$ cat src/rtl/apb_completer.sv
// APB4 completer: word-addressed register file, programmable wait states, PSLVERR on bad access.
// Latency WAIT_STATES+1 pready-low access cycles; requester is stalled only via registered pready.
module apb_completer #(
  parameter int unsigned ADDR_WIDTH  = 32,
  parameter int unsigned DATA_WIDTH  = 32,
  parameter int unsigned NUM_REGS    = 16,
  parameter int unsigned WAIT_STATES = 1,
  parameter logic [31:0] ID_VALUE    = 32'hA9B0_0001
) (
  input  logic                    pclk,
  input  logic                    presetn,
  input  logic                    psel,
  input  logic                    penable,
  input  logic                    pwrite,
  input  logic [ADDR_WIDTH-1:0]   paddr,
  input  logic [DATA_WIDTH-1:0]   pwdata,
  input  logic [DATA_WIDTH/8-1:0] pstrb,
  output logic [DATA_WIDTH-1:0]   prdata,
  output logic                    pready,
  output logic                    pslverr
);

  localparam int unsigned STRB_W = DATA_WIDTH / 8;
  localparam int unsigned IDX_W  = (NUM_REGS > 1) ? $clog2(NUM_REGS) : 1;

  typedef enum logic [1:0] {IDLE, ACCESS, RESP, ABORT} state_t;

  state_t                state, state_n;
  logic [3:0]            cnt, cnt_n;
  logic [ADDR_WIDTH-1:0] cap_addr;
  logic                  cap_write;
  logic [DATA_WIDTH-1:0] cap_wdata;
  logic [STRB_W-1:0]     cap_strb;
  logic                  capture, do_write, pready_n, pslverr_n;
  logic [DATA_WIDTH-1:0] prdata_n, rd_data;
  logic [DATA_WIDTH-1:0] regs [NUM_REGS];
  logic [15:0]           err_cnt;
  logic [IDX_W-1:0]      idx;
  logic                  dec_err, setup;

  assign setup = psel & ~penable;
  assign idx   = cap_addr[IDX_W+1:2];

  // Decode order matters only for readability; every failing term yields the same error response.
  assign dec_err = (cap_addr[1:0] != 2'b00)
                || ({2'b00, cap_addr[ADDR_WIDTH-1:2]} >= ADDR_WIDTH'(NUM_REGS))
                || (cap_write && (idx <= IDX_W'(1)));

  always_comb begin
    rd_data = regs[idx];
    if (idx == IDX_W'(0))      rd_data = DATA_WIDTH'(ID_VALUE);
    else if (idx == IDX_W'(1)) rd_data = DATA_WIDTH'(err_cnt);
  end

  always_comb begin
    state_n   = state;
    cnt_n     = cnt;
    capture   = 1'b0;
    do_write  = 1'b0;
    pready_n  = 1'b0;
    pslverr_n = 1'b0;
    prdata_n  = '0;
    case (state)
      IDLE: begin
        if (setup) begin
          capture = 1'b1;
          cnt_n   = 4'(WAIT_STATES);
          state_n = ACCESS;
        end
      end
      ACCESS: begin
        if (!psel || !penable) begin
          state_n   = ABORT;
          pready_n  = 1'b1;
          pslverr_n = 1'b1;
        end else if (cnt != 4'd0) begin
          cnt_n = cnt - 4'd1;
        end else begin
          state_n  = RESP;
          pready_n = 1'b1;
          if (dec_err)        pslverr_n = 1'b1;
          else if (cap_write) do_write  = 1'b1;
          else                prdata_n  = rd_data;
        end
      end
      default: begin
        // RESP/ABORT: a setup presented during the response cycle starts the next transfer directly.
        if (setup) begin
          capture = 1'b1;
          cnt_n   = 4'(WAIT_STATES);
          state_n = ACCESS;
        end else begin
          state_n = IDLE;
        end
      end
    endcase
  end

  always_ff @(posedge pclk or negedge presetn) begin
    if (!presetn) begin
      state     <= IDLE;
      cnt       <= '0;
      pready    <= 1'b0;
      pslverr   <= 1'b0;
      prdata    <= '0;
      cap_addr  <= '0;
      cap_write <= 1'b0;
      cap_wdata <= '0;
      cap_strb  <= '0;
    end else begin
      state   <= state_n;
      cnt     <= cnt_n;
      pready  <= pready_n;
      pslverr <= pslverr_n;
      prdata  <= prdata_n;
      if (capture) begin
        cap_addr  <= paddr;
        cap_write <= pwrite;
        cap_wdata <= pwdata;
        cap_strb  <= pstrb;
      end
    end
  end

  always_ff @(posedge pclk or negedge presetn) begin
    if (!presetn) begin
      for (int r = 0; r < int'(NUM_REGS); r++) regs[r] <= '0;
    end else if (do_write) begin
      for (int i = 0; i < int'(STRB_W); i++) begin
        if (cap_strb[i]) regs[idx][8*i +: 8] <= cap_wdata[8*i +: 8];
      end
    end
  end

  always_ff @(posedge pclk or negedge presetn) begin
    if (!presetn) begin
      err_cnt <= '0;
    end else if (pready && pslverr && (err_cnt != 16'hFFFF)) begin
      err_cnt <= err_cnt + 16'd1;
    end
  end

endmodule

$ cat config.mk
export PLATFORM = sky130hd
export DESIGN_NAME = apb_completer
export DESIGN_NICKNAME = d
export VERILOG_FILES = /design/src/rtl/apb_completer.sv
export SDC_FILE = /design/constraint.sdc
export NUM_CORES = 1
export LEC_CHECK = 0
export CORE_MARGIN = 5
export CORE_UTILIZATION = 65
export CTS_CLUSTER_SIZE = 25
export DETAILED_ROUTE_END_ITERATION = 12
export PLACE_DENSITY = 0.84
export SLEW_MARGIN = 20
export SYNTH_ARGS = -nofsm -noshare
export SYNTH_HDL_FRONTEND = slang
export SYNTH_SLANG_ARGS = --single-unit
$ cat constraint.sdc
create_clock -name pclk -period 6.9 [get_ports pclk]
set_clock_uncertainty 0.1 [all_clocks]
set_input_delay 0.69 -clock pclk [delete_from_list [all_inputs] [get_ports pclk]]
set_output_delay 0.69 -clock pclk [all_outputs]
set_load 0.03 [all_outputs]
* Word-level counts from Yosys, hierarchy flattened
Index checks and enable logic that the tools add are counted.
Storage, ports and cells: register bits 637, bits of input ports 73
Cells by class: add/sub/neg operators 2, $lt $le $gt $ge 4, muxes and demuxes 52, eq/ne operators 7, bitwise operators 3, reductions and logical operators 16
Operators with widths (count):
- $mux W512 | 7
- $bwmux W512 | 4
- $demux W32 S4 | 4
- $mux W32 | 10
- $bmux W32 S4 | 1
- $ge A30 B5 Y1 const B | 1
- $mux W24 | 1
- $add A16 B1 Y16 const B | 1
- $mux W16 | 1
- $mux W4 | 4
- $ne A16 B16 Y1 const B | 1
- $mux W1 | 15
- $mux W8 | 1
- $mux W2 | 3
- $ne A2 B2 Y1 const B | 3
- $ge A5 B5 Y1 const B | 1
- $lt A5 B1 Y1 const B | 1
- $not A4 Y5 | 1
- $eq A4 B1 Y1 const B | 1
- $le A4 B1 Y1 const B | 1
- $logic_and A1 B1 Y1 | 4
- $logic_not A4 Y1 | 1
- $pmux W2 S2 | 1
- $reduce_bool A2 Y1 | 2
- 11 further kinds | 14

* Longest topological paths before layout
Gate-level depths: netlist of the first run.
word-level depth 16, depth in mapped cells 8

* Worst setup path after synthesis of the first run
OpenSTA, ideal clock, no wires.
path kind input to register, start point input port psel, end point register regs[416] (netlist name), data required time 6.675 ns, data arrival time 2.736 ns, buffers on the path 3, stages on the path 7, slack 3.939 ns, path through clkbuf_1 > and4b_1 > clkbuf_1 > clkbuf_1 > nand4_1 > nor4_4 > mux2_4
Between the ends: cells in the longest elaborated chain, start to end 4
Ends and longest elaborated chain:
- start: declaration | RTL line 12 | input logic psel,
- $logic_not A1 Y1 | RTL line 72 | if (!psel || !penable) begin
- $logic_or A1 B1 Y1 | RTL line 72
- $mux W1 | RTL line 72
- $mux W1 | RTL line 63 | case (state)
- end signal: indexed assignment | RTL line 130 | if (cap_strb[i]) regs[idx][8*i +: 8] <= cap_wdata[8*i +: 8];
- end: declaration | RTL line 36 | logic [DATA_WIDTH-1:0] regs [NUM_REGS];
No other way between the ends. A chain may end at the register's enable or synchronous reset.

* Worst setup path in the final report of the first run
start point register cap_addr[5], end point register regs[171] (netlist name)
Between the ends: cells in the longest elaborated chain, start to end 13, elaborated cells between the ends (all ways) 29
Ends and longest elaborated chain:
- start: declaration | RTL line 30 | logic [ADDR_WIDTH-1:0] cap_addr;
- start signal: assignment | RTL line 117 | cap_addr <= paddr;
- $not A4 Y5 (not written as such) | RTL line 130
- $ge A5 B5 Y1 (not written as such), or another cell as far along | RTL line 130
- $logic_and A1 B1 Y1 (not written as such) or $bwmux W512 (tied branches) | RTL line 130
- $mux W16 (not written as such) or $mux W512 (tied branches) | RTL line 130
- $demux W32 S4 or $mux W512 (tied branches) | RTL line 130, 128
- $bwmux W512 | RTL line 130
- $mux W512 | RTL line 130
- $mux W512 | RTL line 128 | end else if (do_write) begin
- $bwmux W512 | RTL line 130
- $mux W512 | RTL line 130
- $mux W512 | RTL line 128
- $bwmux W512 | RTL line 130
- $mux W512 | RTL line 130
Several ways; a longest one is shown, not always the timed one. The select of a mux whose other input is x is not followed.

==> flow_summary.toml, run 1 <==
[placement]
dpl_cell_area_um2 = 29400
io_buffers = 106
hpwl_um = 41000
place_congestion = 0.850

[logic_synthesis]
synthAdderAreaFrac_pct = 0.0893
async_reset_ff_share_pct = 100
ys_ff_latch = 613
syn_inst = 1883
yosys_warnings = 0
synth_simple_gate_area_share_pct = 8.06
synth_top_family_by_area = "multiplexers"
synth_fp_nets = 1958
synth-xor-area-share_pct = 0.469
synth-edff-count = 0
synth_top_area_share_pct = 54.7
yosysUniqueCellTypes = 62
yosys-top-cells-count = "dfrtp_1 (613), mux2_2 (489), clkbuf_1 (110), mux4_2 (90), nand4_1 (61)"
synth.area.mux_share_pct = 30.4
synth_compound_area_share_pct = 3.59
synth.avg_cell_area_um2 = 14.9
ys_seq_area_share_pct = 54.7
yosys.area.top_type = "dfrtp_1"
synth.area.top_cells = "dfrtp_1 (55%), mux2_2 (20%), mux4_2 (7.2%)"
ys.flop_type = "dfrtp_1"
synth_area_um2 = 28000
synth.most_common_cell = "dfrtp_1"

[routing]
post_drt_wl_per_cell_um = 25.6
via_per_inst = 6.63
wl_um = 65000
dr_total_vias = 16800
postRouteAntennaNets = 0
drt_iter0_markers = 1371
drt_drc_violations_left = 0
first_pass_iters = 5

[clock_network]
cts_setup_buffers = 0
cts_buffer_depth = 3
cts_made_buffers = 60
cts.sinks = 613
clk_latency_ns = 0.62
ctsResizeCount = 0
path_clk_slew_ns = 0.07
cts-root-buf = "clkbuf_16"
cts_max_level = 2
ctsHoldBuffers = 0
tritoncts = "built"

[die]
die_w_um = 218
start_util_pct = 65.4
die_area_um2 = 47400
pin_count = 107
core_area_um2 = 42900
rows = 76
die_y_um = 218

[timing]
fmax_mhz = 245
hold_viol = 0
fin_crit_sh_pct = 59.1
max_slew_margin_pct = 23.6
tightest_slew_ns = 1.13
tns_ns = 0
timing.hold.ws_ns = 0.0752
final_max_slew_viol_count = 0
rsz0062_at_grt = "false"
finalSetupViolCount = 0
fin_crit_ns = 4.08

[power_and_ir_drop]
power_leakage_nw = 14.2
power_density_nw_per_um2 = 312
power.total_mw = 9.81
ir_drop_mv = 0.216

[worst_setup_path]
worstReg2RegStart = "cap_addr[5]$_DFFE_PN0P_"
critical_path_class = "reg2reg"
worstSetupStartpoint = "cap_addr[5]$_DFFE_PN0P_"
worst_ep_required_time_ns = 7.30
start_kind = "flip-flop"
crit_path_end_kind = "flip-flop"
crit_arrival_ns = 4.47
cp_max_fo = 38

[layout]
drive_gt1_share_pct = 41.1
area_growth_pct = 12.1
final_core_util_pct = 73.3
fin_area_um2 = 31400
finish.net_count = 1978

[global_route]
grt_max_degree = 194
grt_pass1_wl_um = 105000
grt_pass1_vias = 18200
grt_overflow_total = 0
antenna_found_initial = 1
grt_usage_pct = 28.2

[flow_run]
drv_cap = 0

[min_path]
hp-class = "in2async"

[status]
status = "finished clean"
-- path summary, 6_finish.rpt --
path	to	slack (ns)	depth (start not counted)
setup reg to reg	regs[171]$_DFFE_PN0P_	2.82	5
hold / removal	cap_wdata[19]$_DFFE_PN0P_	0.08	1
hold reg to reg	regs[497]$_DFFE_PN0P_	0.27	0
setup / recovery	regs[171]$_DFFE_PN0P_	2.82	5
min in group pclk	regs[497]$_DFFE_PN0P_	0.27	0
max in group asynchronous	cap_wdata[10]$_DFFE_PN0P_	5.07	2
-- kinds of logic after synthesis --
family / count (synthesis)
AO/OA/AOI/OAI: 144
flip-flops: 613
multiplexers: 658
buffers and inverters: 185
XOR/XNOR: 15
adder cells (fa/ha/maj): 2
AND/OR/NAND/NOR: 266
-- per-layer routing --
layer  vias to the layer above  GRT usage, %  share of wire (%)
li1                       7154             -                  -
met1                      8931          38.6                 41
met2                       550          46.4                 50
met3                       185          3.69                4.8
met4                         0          11.6                4.3
met5                         -             0                  0
-- critical path: stages, from the launching register on --
cell and delay [ns]:
dfrtp_2 0.86, buf_4 0.57, nor4bb_1 1.01, nand4_1 0.27, nor4_4 0.69, mux2_2 0.42
-- area by class of cell --
cell class,instances,area (um^2)
Clock inverter,20,206
Clock buffer,91,1810
Multi-Input combinational cell,1085,12000
Inverter,11,41.3
Tap cell,585,732
Timing Repair Buffer,132,1310
Antenna cell,1,2.50
Fill cell,2593,11500
Sequential cell,613,15300
-- placed cells by master (no fill, tap or decap), types with 17 or more instances in the layout --
| master | synthesis | final |
|---|---|---|
| a21oi_1 | 17 | 17 |
| a22oi_1 | 27 | 27 |
| buf_4 | 3 | 23 |
| clkbuf_16 | 0 | 61 |
| clkbuf_8 | 0 | 17 |
| clkdlybuf4s50_1 | 0 | 105 |
| dfrtp_1 | 613 | 609 |
| mux2_2 | 489 | 489 |
| mux2_4 | 40 | 40 |
| mux2i_1 | 39 | 39 |
| mux4_2 | 90 | 90 |
| nand2_1 | 22 | 22 |
| nand3_1 | 22 | 22 |
| nand4_1 | 61 | 61 |
| nor2_1 | 25 | 24 |
| nor4_4 | 42 | 42 |
| o22ai_1 | 32 | 32 |
-- through the flow --
step / instances / setup slack (ns)
after floorplan: 1883 / 3.94
after global placement: 2425 / 2.97
after detailed placement: 2425 / 2.96
after CTS: 2536 / 2.93
after global routing: 2538 / 2.62
final: 2538 / 2.82
-- flip-flops by register name, summed over array words and instances, names as in the netlist --
| name | flops |
|---|---|
| pready | 1 |
| cap_write | 1 |
| cap_wdata | 32 |
| cap_strb | 4 |
| regs | 488 |
| prdata | 32 |
| cap_addr | 32 |
| cnt | 4 |
| pslverr | 1 |
| err_cnt | 16 |
| state | 2 |
-- power by group --
part | internal, mW | switching, mW | leakage [nW]
clock network | 1.95 | 1.38 | 1.00
logic | 0.759 | 1.21 | 4.79
registers | 3.83 | 0.689 | 8.39
total | 6.54 | 3.28 | 14.2
Note: power is estimated with default switching activity, not from simulation.
==> run 2, diff against run 1 <==
- CORE_UTILIZATION: 65 -> 61
- PLACE_DENSITY: 0.84 -> 0.8
- clock period: 6.9 -> 4.18 ns (I/O delays scaled with it)
==> run 2 against run 1 <==
Effect of this change: hold slack gained 0.20 ns; register-to-register slack lost 2.1 ns; sequential share of layout area shrank 0.52 points; die area grew 6.3%; cell count grew 1.6%; largest cell class unchanged; via count is essentially flat; core utilization shrank 3.3 points; sequential cell count is the same.
==> flow_summary.toml, run 2 (same netlist as run 1, synthesis figures left out) <==
[status]
status = "finished clean"

[power_and_ir_drop]
power_leakage_nw = 14.4
power_density_nw_per_um2 = 515
ir_drop_mv = 0.578
power.total_mw = 16.3

[layout]
largest_reg_flops = 488
multi_input_area_um2 = 12000
nFillCells = 2957
seq_area_um2 = 15300
drive_gt1_share_pct = 41.9
final_core_util_pct = 70.0
area_growth_pct = 13.3
final_cell_mix = "dfrtp_1 (609), mux2_2 (489), clkdlybuf4s50_1 (105)"
finish.net_count = 2004
layout_commonest_cell = "dfrtp_1"
n_antenna_cell = 0
regMostFlops = "regs"
fin_area_um2 = 31800

[global_route]
antenna_found_initial = 0
grt_pass1_wl_um = 106000
grt_usage_pct = 26.5
grt_pass1_vias = 18100
grt_overflow_total = 0
grt_max_degree = 106

[clock_network]
cts_setup_buffers = 0
clk_latency_ns = 0.62
tritoncts = "built"
path_clk_slew_ns = 0.07
cts_buffer_depth = 3
cts-root-buf = "clkbuf_16"
cts_made_buffers = 60
ctsResizeCount = 0
cts.sinks = 613
cts_max_level = 2

[worst_setup_path]
start_kind = "flip-flop"
worst_ep_required_time_ns = 4.52
critical_path_class = "reg2reg"
cp_max_fo = 54
crit_path_end_kind = "flip-flop"
crit_arrival_ns = 3.79

[routing]
post_drt_wl_per_cell_um = 25.5
postRouteAntennaNets = 0
via_per_inst = 6.53
dr_total_vias = 16800
wl_um = 65800
drt_drc_violations_left = 0
drt_iter0_markers = 1411
first_pass_iters = 5

[timing]
finalSetupViolCount = 0
hold_viol = 0
fin_crit_ns = 3.45
rsz0062_at_grt = "false"
final_max_slew_viol_count = 0
fmax_mhz = 290
tns_ns = 0
fin_crit_sh_pct = 82.5
max_slew_margin_pct = 24.0
setup_ws_ns = 0.730
tightest_slew_ns = 1.14

[placement]
pre_cts_slack_ns = 0.773
io_buffers = 106
hpwl_um = 41800
place_congestion = 0.836
dpl_cell_area_um2 = 29700

[die]
pin_count = 107
die_area_um2 = 50300
start_util_pct = 61.8
die_y_um = 224
rows = 78
die_w_um = 224
core_area_um2 = 45400

[min_path]
hp-class = "reg2reg"

[flow_run]
drv_cap = 0
[run 2: metal layers]
| layer | up-vias | global-route usage [%] | part of all wire (%) |
|---|---|---|---|
| li1 | 7188 | - | - |
| met1 | 8993 | 36.7 | 42 |
| met2 | 515 | 43.9 | 50 |
| met3 | 128 | 4.45 | 5.1 |
| met4 | 0 | 8.27 | 3.0 |
| met5 | - | 0 | 0 |
[run 2: metrics by stage]
| stage | std cells | hold slack [ns] |
|---|---|---|
| after floorplan | 1883 | 0.0224 |
| after global placement | 2466 | 0.260 |
| after detailed placement | 2466 | 0.263 |
| after CTS | 2578 | 0.271 |
| after global routing | 2578 | 0.281 |
| final | 2578 | 0.274 |
[run 2: cell type report]
class | instances | share of cell area (%)
Clock buffer | 87 | 5.59
Multi-Input combinational cell | 1085 | 37.7
Sequential cell | 613 | 48.3
Tap cell | 600 | 2.36
Inverter | 11 | 0.130
Timing Repair Buffer | 158 | 5.07
Clock inverter | 24 | 0.815
[run 2: where the power goes]
part           internal [mW]  leakage (nW)  switching, mW
Clock                   3.24          1.02           2.27
Sequential              6.32          8.39           1.11
Combinational           1.32          4.96           2.08
[run 2: final timing paths]
check                      slack, ns               startpoint                        end  cells past startpoint
setup / recovery                0.73  cap_addr[3]$_DFFE_PN0P_        prdata[0]$_DFF_PN0_                      5
hold / removal                  0.27    regs[498]$_DFFE_PN0P_      regs[498]$_DFFE_PN0P_                      0
setup reg to reg                0.73  cap_addr[3]$_DFFE_PN0P_        prdata[0]$_DFF_PN0_                      5
hold reg to reg                 0.27    regs[498]$_DFFE_PN0P_      regs[498]$_DFFE_PN0P_                      0
max in group asynchronous       2.46                  presetn      regs[184]$_DFFE_PN0P_                      3
min in group asynchronous       0.36                  presetn  cap_wdata[22]$_DFFE_PN0P_                      2
[run 2: worst max-delay path, stage by stage (launching register included)]
cell and delay (ns):
dfrtp_4 0.89, nor4b_2 0.23, nor4_2 0.48, buf_4 0.29, nand3_1 0.49, nor3b_1 0.77
[run 2: what timing repair did]
item,4_1_cts,5_1_grt
endpoints found under the setup margin,0,0
endpoints found under the hold margin,90,0
hold buffers,1,0
